[config.mk]
export PLATFORM = sky130hd
export DESIGN_NAME = nx_ctrl_host
export DESIGN_NICKNAME = d
export VERILOG_FILES = /design/src/rtl/nx_ctrl_host.sv
export SDC_FILE = /design/constraint.sdc
export NUM_CORES = 1
export LEC_CHECK = 0
export ABC_CLOCK_PERIOD_IN_PS = 2600
export BUFFER_PORTS_ARGS = -buffer_cell sky130_fd_sc_hd__buf_4
export CAP_MARGIN = 0
export CORE_MARGIN = 5
export CORE_UTILIZATION = 53
export DETAILED_ROUTE_END_ITERATION = 12
export PLACE_DENSITY_LB_ADDON = 0.12
export SYNTH_ARGS = -nofsm -noshare
export SYNTH_HDL_FRONTEND = slang
export SYNTH_SLANG_ARGS = --single-unit
[constraint.sdc]
create_clock -name i_clk -period 2.6 [get_ports i_clk]
set_input_delay 0.39 -clock i_clk [delete_from_list [all_inputs] [get_ports i_clk]]
set_output_delay 0.39 -clock i_clk [all_outputs]
set_load 0.01 [all_outputs]
[src/rtl/nx_ctrl_host.sv]
// Host-side controller front end: turns host commands into controller requests and
// decodes controller responses (output-frame reassembly, status, mesh messages, run tracking).
package nx_ctrl_host_pkg;
  localparam int TIMER_WIDTH      = 16;
  localparam int OUT_BITS_PER_MSG = 40;
  localparam int MAX_COLUMNS      = 16;

  localparam logic [1:0] OP_RUN         = 2'd0;
  localparam logic [1:0] OP_STOP        = 2'd1;
  localparam logic [1:0] OP_READ_STATUS = 2'd2;
  localparam logic [1:0] OP_SOFT_RESET  = 2'd3;

  localparam logic [1:0] CMD_TRIGGER     = 2'd0;
  localparam logic [1:0] CMD_READ_STATUS = 2'd1;
  localparam logic [1:0] CMD_SOFT_RESET  = 2'd2;

  localparam logic [2:0] FMT_OUTPUTS   = 3'd0;
  localparam logic [2:0] FMT_STATUS    = 3'd1;
  localparam logic [2:0] FMT_FROM_MESH = 3'd2;
  localparam logic [2:0] FMT_PARAMS    = 3'd3;

  typedef struct packed {
    logic [3:0]  row;
    logic [3:0]  col;
    logic [31:0] payload;
  } node_message_t;

  typedef struct packed {
    logic [1:0]             command;
    logic [MAX_COLUMNS-1:0] col_mask;
    logic [TIMER_WIDTH-1:0] cycles;
    logic                   active;
  } control_request_t;

  typedef struct packed {
    logic [2:0]                  format;
    logic [7:0]                  index;
    logic [TIMER_WIDTH-1:0]      stamp;
    logic [OUT_BITS_PER_MSG-1:0] section;
    logic                        active;
    logic [TIMER_WIDTH-1:0]      cycle;
    node_message_t               message;
  } control_response_t;
endpackage

module nx_ctrl_host
  import nx_ctrl_host_pkg::*;
#(
  parameter int COLUMNS = 3,
  parameter int OUTPUTS = 32
) (
  input  logic                              i_clk,
  input  logic                              i_rst_n,
  input  logic                              i_cmd_valid,
  output logic                              o_cmd_ready,
  input  logic [1:0]                        i_cmd_op,
  input  logic [TIMER_WIDTH-1:0]            i_cmd_cycles,
  input  logic [COLUMNS-1:0]                i_cmd_col_mask,
  output control_request_t                  o_ctrl_in_data,
  output logic                              o_ctrl_in_valid,
  input  logic                              i_ctrl_in_ready,
  input  control_response_t                 i_ctrl_out_data,
  input  logic                              i_ctrl_out_valid,
  output logic                              o_ctrl_out_ready,
  output logic [COLUMNS*OUTPUTS-1:0]        o_out_data,
  output logic [TIMER_WIDTH-1:0]            o_out_stamp,
  output logic                              o_out_valid,
  output logic                              o_status_valid,
  output logic                              o_status_active,
  output logic [TIMER_WIDTH-1:0]            o_status_cycle,
  output node_message_t                     o_mesh_msg,
  output logic                              o_mesh_msg_valid,
  output logic                              o_busy,
  output logic                              o_run_done,
  output logic                              o_err_seq
);
  localparam int MESH_OUTPUTS = COLUMNS * OUTPUTS;
  localparam int NUM_MSGS     = (MESH_OUTPUTS + OUT_BITS_PER_MSG - 1) / OUT_BITS_PER_MSG;
  localparam int BUF_W        = NUM_MSGS * OUT_BITS_PER_MSG;

  control_request_t       req_next;
  logic                   accept;
  logic                   is_out, idx_match, idx_zero, stamp_ok;
  logic                   store, seq_err, last;
  logic [7:0]             exp_idx;
  logic [TIMER_WIDTH-1:0] frame_stamp, cur_stamp, remaining;
  logic [BUF_W-1:0]       frame_buf, sec_buf;

  assign o_cmd_ready      = !o_ctrl_in_valid;
  assign o_ctrl_out_ready = 1'b1;
  assign accept           = i_cmd_valid && o_cmd_ready;

  always_comb begin
    req_next = '0;
    unique case (i_cmd_op)
      OP_RUN: begin
        req_next.command              = CMD_TRIGGER;
        req_next.col_mask[COLUMNS-1:0] = i_cmd_col_mask;
        req_next.cycles               = i_cmd_cycles;
        req_next.active               = 1'b1;
      end
      OP_STOP:        req_next.command = CMD_TRIGGER;
      OP_READ_STATUS: req_next.command = CMD_READ_STATUS;
      default:        req_next.command = CMD_SOFT_RESET;
    endcase
  end

  // A section is kept when it continues the current frame with a matching stamp,
  // or when it is index 0 (which always opens a fresh frame).
  assign is_out    = i_ctrl_out_valid && (i_ctrl_out_data.format == FMT_OUTPUTS);
  assign idx_match = (i_ctrl_out_data.index == exp_idx);
  assign idx_zero  = (i_ctrl_out_data.index == 8'd0);
  assign stamp_ok  = idx_zero || (i_ctrl_out_data.stamp == frame_stamp);
  assign store     = is_out && (idx_match ? stamp_ok : idx_zero);
  assign seq_err   = is_out && !(idx_match && stamp_ok);
  assign last      = store && (i_ctrl_out_data.index == 8'(NUM_MSGS - 1));
  assign cur_stamp = idx_zero ? i_ctrl_out_data.stamp : frame_stamp;

  always_comb begin
    sec_buf = idx_zero ? '0 : frame_buf;
    for (int m = 0; m < NUM_MSGS; m++) begin
      if (i_ctrl_out_data.index == 8'(m))
        sec_buf[m*OUT_BITS_PER_MSG +: OUT_BITS_PER_MSG] = i_ctrl_out_data.section;
    end
  end

  always_ff @(posedge i_clk or negedge i_rst_n) begin
    if (!i_rst_n) begin
      o_ctrl_in_data   <= '0;
      o_ctrl_in_valid  <= 1'b0;
      o_out_data       <= '0;
      o_out_stamp      <= '0;
      o_out_valid      <= 1'b0;
      o_status_valid   <= 1'b0;
      o_status_active  <= 1'b0;
      o_status_cycle   <= '0;
      o_mesh_msg       <= '0;
      o_mesh_msg_valid <= 1'b0;
      o_busy           <= 1'b0;
      o_run_done       <= 1'b0;
      o_err_seq        <= 1'b0;
      exp_idx          <= '0;
      frame_stamp      <= '0;
      frame_buf        <= '0;
      remaining        <= '0;
    end else begin
      o_out_valid      <= 1'b0;
      o_status_valid   <= 1'b0;
      o_mesh_msg_valid <= 1'b0;
      o_run_done       <= 1'b0;

      if (o_ctrl_in_valid && i_ctrl_in_ready)
        o_ctrl_in_valid <= 1'b0;

      if (seq_err)
        o_err_seq <= 1'b1;

      if (store) begin
        if (last) begin
          o_out_data  <= sec_buf[MESH_OUTPUTS-1:0];
          o_out_stamp <= cur_stamp;
          o_out_valid <= 1'b1;
          exp_idx     <= '0;
          if (remaining > TIMER_WIDTH'(1)) begin
            remaining <= remaining - TIMER_WIDTH'(1);
          end else if (remaining == TIMER_WIDTH'(1)) begin
            remaining  <= '0;
            o_busy     <= 1'b0;
            o_run_done <= 1'b1;
          end
        end else begin
          exp_idx     <= i_ctrl_out_data.index + 8'd1;
          frame_buf   <= sec_buf;
          frame_stamp <= cur_stamp;
        end
      end else if (seq_err) begin
        exp_idx <= '0;
      end

      if (i_ctrl_out_valid && i_ctrl_out_data.format == FMT_STATUS) begin
        o_status_active <= i_ctrl_out_data.active;
        o_status_cycle  <= i_ctrl_out_data.cycle;
        o_status_valid  <= 1'b1;
      end
      if (i_ctrl_out_valid && i_ctrl_out_data.format == FMT_FROM_MESH) begin
        o_mesh_msg       <= i_ctrl_out_data.message;
        o_mesh_msg_valid <= 1'b1;
      end

      // Command effects come last so they override a same-cycle frame completion.
      if (accept) begin
        o_ctrl_in_data  <= req_next;
        o_ctrl_in_valid <= 1'b1;
        unique case (i_cmd_op)
          OP_RUN: begin
            o_busy     <= 1'b1;
            remaining  <= i_cmd_cycles;
            o_run_done <= 1'b0;
          end
          OP_STOP: begin
            o_busy     <= 1'b0;
            remaining  <= '0;
            o_run_done <= 1'b0;
          end
          OP_SOFT_RESET: begin
            o_busy     <= 1'b0;
            remaining  <= '0;
            o_run_done <= 1'b0;
            o_err_seq  <= 1'b0;
            exp_idx    <= '0;
            frame_buf  <= '0;
          end
          default: ;
        endcase
      end
    end
  end
endmodule
==> out/summary.txt, run 1 <==
run status = finished, final reports clean
slack of the critical path = 134.3 ps
Worst Hold Path Cells = 2
worst path required time = 3040 ps
vias per cell = 5.505
Peak Freq = 0.4056 GHz
count of cell types in the netlist = 50
antenna violations before repair = 0
slew at the pin closest to its max-slew limit = 1144 ps
Max-cap violations = 0
dpl ws = -274.8 ps
Clock Sink Count = 318
Die X-Extent = 169.2 um
count of pins over their slew limit = 0
asr flop ratio synth = 1.000
DRT antenna net count = 0
mean routed wirelength per cell = 19.19 um
mean post-synth cell area = 10.58 um^2
r2r worst-path depth = 9
dominant synthesized flop cell = dfrtp_1
IO Count = 363
Final Skew = 17.52 ps
crit path time final = 2466 ps
largest area contributor in the netlist = dfrtp_1
first-pass GRT wire length = 61.29 mm
first-pass iteration count of the detailed router = 5
fraction of layout cells with a size suffix above 1 = 0.3362
final setup vio count = 0
Core Box Area = 25040 um^2
most frequent cells in the layout = 400 x buf_4, 318 x dfrtp_1, 271 x nand2_1
crit share post-route = 0.9483
Synth top area share = 0.5926
CTS root buf = clkbuf_16
CP arrival = 2900 ps
worst hold margin = 85.14 ps
number of global-route vias before repair = 11393
Synth Instances = 1269
Die H = 169.2 um
Post-synth EDFFs = 0
leakage power = 0.008768 uW
Worst setup EP type = flop
Crit Path Class = reg -> reg
largest net degree at the start of global routing = 75
clock slew at reported path FFs = 60 ps
die area = 28620 um^2
commonest non-fill, non-tap cell in the layout = buf_4
CTS Buf Count = 35
placed cell count = 1924
DR vias = 10921
clk buf depth = 3
startpoint types = flop
unrepaired setup endpoints after global routing = no
fill count = 1867
number of synthesized register bits = 318
total gr overflow = 0
Area Growth Syn to Fin = 33.23%
largest cells by area after synthesis = dfrtp_1 59%, nand2_1 7.6%, mux2_2 6.1%, a21oi_1 3.8%, nor2_1 3.2%
Yosys warnings = 0
CTS H-tree lvls = 2
Iter 0 DRT Violations = 956
fin nets = 1788
number of I/O port buffers = 348
Setup Buffers After CTS = 0
synthesized cell area = 13430 um^2
HPWL after DPL = 26.75 mm
HP Class = in -> reg
# diodes = 0
power per cell area = 653.5 nW/um^2
DRC Markers = 0
Max Fanout on Critical Path = 25
Overall Global Routing Usage = 0.2636
Overall Power = 11690 uW
later-pin clock latency in the skew report = 500 ps
relative slew slack = 0.2352
Routed Wire Length = 38.08 mm
Hold Fails Final Rpt = 0
setup TNS = 0 ps
Peak VDD IR = 0.6592 mV
sequential share of the synthesized area = 0.5926
routability congestion estimate = 0.8221
Initial Util = 0.5363
CTS tree = yes
row count = 58
non-filler cells in the finished layout = 1984
logic make-up after synthesis:
kind of cell / after synthesis / share of synthesized area
adder cells (fa/ha/maj): 6 / 0.005591
AO/OA/AOI/OAI: 263 / 0.1276
multiplexers: 89 / 0.07315
buffers and inverters: 109 / 0.03913
AND/OR/NAND/NOR: 441 / 0.1346
other: 2 / 0.0005593
flip-flops: 318 / 0.5926
XOR/XNOR: 41 / 0.02674
Yosys cell counts (all sizes together), types with 4 or more instances:
library cell	instances
a21oi	102
a22o	45
a22oi	40
a2bb2oi	7
a31oi	40
buf	47
clkbuf	54
dfrtp	318
ha	6
inv	8
mux2	73
mux2i	16
nand2	272
nand3	8
nand4	9
nor2	115
nor3	8
nor4	5
o21ai	16
or4	4
xnor2	12
xor2	29
area by class of cell:
type	instances	area, um^2	area share
Clock buffer	53	1056	0.05903
Clock inverter	6	55.05	0.003077
Inverter	8	30.03	0.001679
Multi-Input combinational cell	854	5090	0.2845
Sequential cell	318	7958	0.4448
Tap cell	330	412.9	0.02308
Timing Repair Buffer	415	3288	0.1838
critical path, cell delays in order (launching register included):
cell	delay, ps
dfrtp_1	400
xor2_1	180
nor4_1	430
nand4_1	250
nor3_1	260
buf_4	170
o21ai_1	120
nor2_4	210
buf_12	210
a22o_1	180
registers in the layout, summed over array words and instances (netlist names):
name / count
frame_buf: 80
o_mesh_msg_valid: 1
o_mesh_msg: 40
o_err_seq: 1
o_out_stamp: 16
o_status_valid: 1
o_status_active: 1
o_status_cycle: 16
frame_stamp: 16
exp_idx: 8
o_busy: 1
o_out_valid: 1
o_run_done: 1
remaining: 16
o_ctrl_in_data: 22
o_ctrl_in_valid: 1
o_out_data: 96
final timing paths:
| check | to | startpoint | slack (ps) |
|---|---|---|---|
| setup / recovery | frame_buf[79]$_DFF_PN0_ | frame_stamp[4]$_DFFE_PN0P_ | 130 |
| hold / removal | o_ctrl_in_valid$_DFFE_PN0P_ | i_ctrl_in_ready | 90 |
| setup reg to reg | frame_buf[79]$_DFF_PN0_ | frame_stamp[4]$_DFFE_PN0P_ | 130 |
| hold reg to reg | o_ctrl_in_data[5]$_DFFE_PN0P_ | o_ctrl_in_data[5]$_DFFE_PN0P_ | 470 |
| max in group asynchronous | o_out_data[83]$_DFFE_PN0P_ | i_rst_n | 1290 |
| min in group asynchronous | o_out_data[75]$_DFFE_PN0P_ | i_rst_n | 400 |
stage by stage:
step,instance area (um^2),util
after global routing,17890,0.7145
final,17890,0.7145
after detailed placement,16760,0.6695
after global placement,16760,0.6695
after CTS,17880,0.7143
after floorplan,13470,-
metal layers:
metal	GRT usage	vias up	wire length (um)
met2	0.4345	430	18640
met3	0.08293	67	3549
met5	0	-	0
met4	0.07350	0	900
met1	0.3403	5352	14990
li1	-	5072	-
power by group:
part | total (uW) | switching (uW) | internal, uW
combinational | 1500 | 721 | 781
sequential | 5410 | 175 | 5240
clock | 4780 | 1890 | 2890
total | 11700 | 2780 | 8910
repair_timing:
| item | 4_1_cts | 5_1_grt |
|---|---|---|
| resized for setup | 0 | 1 |
| hold endpoints to repair | 47 | 0 |
| endpoints found under the setup margin | 0 | 42 |
| hold buffers | 1 | 0 |
Power figures use the tool's default switching activity.
==> inputs of run 2 (changes only) <==
CORE_UTILIZATION = 54   (was 53)
CTS_BUF_LIST = sky130_fd_sc_hd__clkbuf_4 sky130_fd_sc_hd__clkbuf_8   (was unset)
==> run 2 against run 1 <==
Compared with the run above: maximum frequency increased by 5.5%; routed wire length up 0.95%; final cell count increased by 2.2%; clock power decreased by 7.3%; core utilization rose by 2.6 points; clock skew grew 9.0 ps; clock-buffer cell count rose by 32; first-iteration DRC count fell by 11%; critical path depth fell by 1; critical path type unchanged; sequential power hardly changed; global-route usage up 0.75 points.
==> out/summary.txt, run 2 (synthesized netlist as in run 1, its figures left out) <==
final core utilization = 0.7405 (was 0.7145)
Switching Share = 0.2480 (was 0.2381)
DRC Markers = 0 (unchanged)
first-pass GRT wire length = 62.15 mm (was 61.29 mm)
row count = 57 (was 58)
final setup vio count = 0 (unchanged)
Area Growth Syn to Fin = 34.50% (was 33.23%)
Final Skew = 26.52 ps (was 17.52 ps)
post-cts resize count = 0 (unchanged)
routability congestion estimate = 0.8194 (was 0.8221)
Clock Sink Count = 318 (unchanged)
Die X-Extent = 167.7 um (was 169.2 um)
die area = 28120 um^2 (was 28620 um^2)
delay-heaviest family, CP = simple AND/OR/NAND/NOR gates (unchanged)
mean routed wirelength per cell = 18.96 um (was 19.19 um)
CP cell instances = xor2_1 -> nor4_1 -> nand4_1 -> nor3_1 -> buf_4 -> a311oi_4 -> buf_4 -> a22o_1 (was xor2_1 -> nor4_1 -> nand4_1 -> nor3_1 -> buf_4 -> o21ai_1 -> nor2_4 -> buf_12 -> a22o_1)
DP Area = 16970 um^2 (was 16760 um^2)
Die H = 167.7 um (was 169.2 um)
startpoint types = flop (unchanged)
clock power share = 0.389 (was 0.409)
leakage power = 0.008903 uW (was 0.008768 uW)
dpl ws = -268.7 ps (was -274.8 ps)
most frequent cells in the layout = 413 x buf_4, 318 x dfrtp_1, 271 x nand2_1 (was 400 x buf_4, 318 x dfrtp_1, 271 x nand2_1)
count of pins over their slew limit = 0 (unchanged)
Hold Fails Final Rpt = 0 (unchanged)
Sequential Power Share = 0.477 (was 0.463)
first-pass iteration count of the detailed router = 5 (unchanged)
Crit Path Class = reg -> reg (unchanged)
Pint = 8550 uW (was 8907 uW)
DRT antenna net count = 0 (unchanged)
number of I/O port buffers = 348 (unchanged)
Net Switching = 2820 uW (was 2784 uW)
Max-cap violations = 0 (unchanged)
Top reg by flops = o_out_data (unchanged)
crit path time final = 2337 ps (was 2466 ps)
Initial Util = 0.5505 (was 0.5363)
clock slew at reported path FFs = 70 ps (was 60 ps)
relative slew slack = 0.4799 (was 0.2352)
placed cell count = 1937 (was 1924)
top flop regs = o_out_data: 96 flops, frame_buf: 80 flops, o_mesh_msg: 40 flops (unchanged)
fin nets = 1823 (was 1788)
setup TNS = 0 ps (unchanged)
CTS H-tree lvls = 2 (unchanged)
# diodes = 0 (unchanged)
fraction of layout cells with a size suffix above 1 = 0.3594 (was 0.3362)
IO Count = 363 (unchanged)
Comb pwr share = 0.134 (was 0.128)
Overall Global Routing Usage = 0.2710 (was 0.2636)
cell mode on critical path = buf_4
Worst setup EP type = flop (unchanged)
number of global-route vias before repair = 11440 (was 11393)
total gr overflow = 0 (unchanged)
Design Area, Final = 18060 um^2 (was 17890 um^2)
Setup Buffers After CTS = 0 (unchanged)
Largest register FFs = 96 (unchanged)
Peak Freq = 0.4279 GHz (was 0.4056 GHz)
CTS root buf = clkbuf_8 (was clkbuf_16)
worst path required time = 3050 ps (was 3040 ps)
antenna violations before repair = 0 (unchanged)
crit share post-route = 0.8988 (was 0.9483)
power per cell area = 629.5 nW/um^2 (was 653.5 nW/um^2)
Iter 0 DRT Violations = 851 (was 956)
vias per cell = 5.480 (was 5.505)
Peak VDD IR = 0.5970 mV (was 0.6592 mV)
slowest CP cell = dfrtp_1 (was nor4_1)
run status = finished, final reports clean (unchanged)
clk buf depth = 3 (unchanged)
CP arrival = 2780 ps (was 2900 ps)
DR vias = 11108 (was 10921)
CTS Buf Count = 50 (was 35)
slew at the pin closest to its max-slew limit = 778.2 ps (was 1144 ps)
HPWL after DPL = 26.90 mm (was 26.75 mm)
largest net degree at the start of global routing = 75 (unchanged)
Core Box Area = 24390 um^2 (was 25040 um^2)
HP Class = in -> reg (unchanged)
non-filler cells in the finished layout = 2027 (was 1984)
unrepaired setup endpoints after global routing = no (unchanged)
Critical Path Max Stage Delay = 410 ps (was 430 ps)
commonest non-fill, non-tap cell in the layout = buf_4 (unchanged)
Routed Wire Length = 38.44 mm (was 38.08 mm)
later-pin clock latency in the skew report = 570 ps (was 500 ps)
slack of the critical path = 263.2 ps (was 134.3 ps)
CTS tree = yes (unchanged)
Max Fanout on Critical Path = 15 (was 25)
Buf/Inv on CP = 2 (unchanged)
==> run 2: changes by cell type in the layout (fill, tap and decap cells not counted), moves of 3 or more <==
cell and delta:
clkbuf_8 +59, clkbuf_16 -37, clkbuf_4 +19, buf_4 +13, clkbuf_1 -9, buf_12 +6
clkinv_2 -3
==> run 2: layer usage <==
| metal | GRT usage | share of wire |
|---|---|---|
| met3 | 0.08392 | 0.093 |
| met5 | 0 | 0 |
| met2 | 0.4454 | 0.49 |
| met1 | 0.3525 | 0.40 |
| met4 | 0.07375 | 0.020 |
==> run 2: power groups by stage <==
| stage | Combinational [uW] | Clock, uW | Sequential, uW |
|---|---|---|---|
| CTS | 1550 | 4520 | 5420 |
| finish | 1530 | 4430 | 5420 |
| global placement | 1500 | 0 | 5490 |
| detailed placement | 1540 | 0 | 5500 |
| floorplan | 474 | 0 | 5600 |
| global route | 1660 | 4780 | 5460 |
==> run 2: path summary, 6_finish.rpt <==
path                                               startpoint                            end  slack [ps]  cells past startpoint
min in group asynchronous                             i_rst_n     o_out_data[66]$_DFFE_PN0P_         400                      2
max in group asynchronous                             i_rst_n     o_out_data[44]$_DFFE_PN0P_        1410                      3
worst max register to register    frame_stamp[15]$_DFFE_PN0P_        frame_buf[47]$_DFF_PN0_         260                      8
worst max-delay path              frame_stamp[15]$_DFFE_PN0P_        frame_buf[47]$_DFF_PN0_         260                      8
worst min register to register  o_ctrl_in_data[7]$_DFFE_PN0P_  o_ctrl_in_data[7]$_DFFE_PN0P_         470                      2
worst min-delay path                          i_cmd_cycles[7]  o_ctrl_in_data[8]$_DFFE_PN0P_          30                      3
==> run 2: layout make-up <==
| cell class | count | area (um^2) |
|---|---|---|
| clock buffer | 85 | 1051 |
| clock inverter | 3 | 17.52 |
| fill | 1772 | 6330 |
| inverter | 8 | 30.03 |
| multi-input combinational | 854 | 5084 |
| sequential | 318 | 7958 |
| tap | 324 | 405.4 |
| timing repair buffer | 435 | 3516 |
==> run 2: stage by stage <==
step | power [uW] | hold WS [ps]
global placement | 6984 | 424.9
CTS | 11480 | 0.2610
floorplan | 6071 | 94.41
detailed placement | 7037 | 430.7
finish | 11370 | 27.42
global route | 11900 | 12.43
==> run 2: timing repair <==
item	4_1_cts	5_1_grt
hold endpoints to repair	68	0
endpoints found under the setup margin	0	0
hold buffers	2	0
==> run 2: worst register-to-register path: stages, from the launching register on <==
cell,delay [ps]
dfrtp_1,410
xor2_1,180
nor4_1,350
nand4_1,230
nor3_1,290
buf_4,170
a311oi_4,110
buf_4,240
a22o_1,210
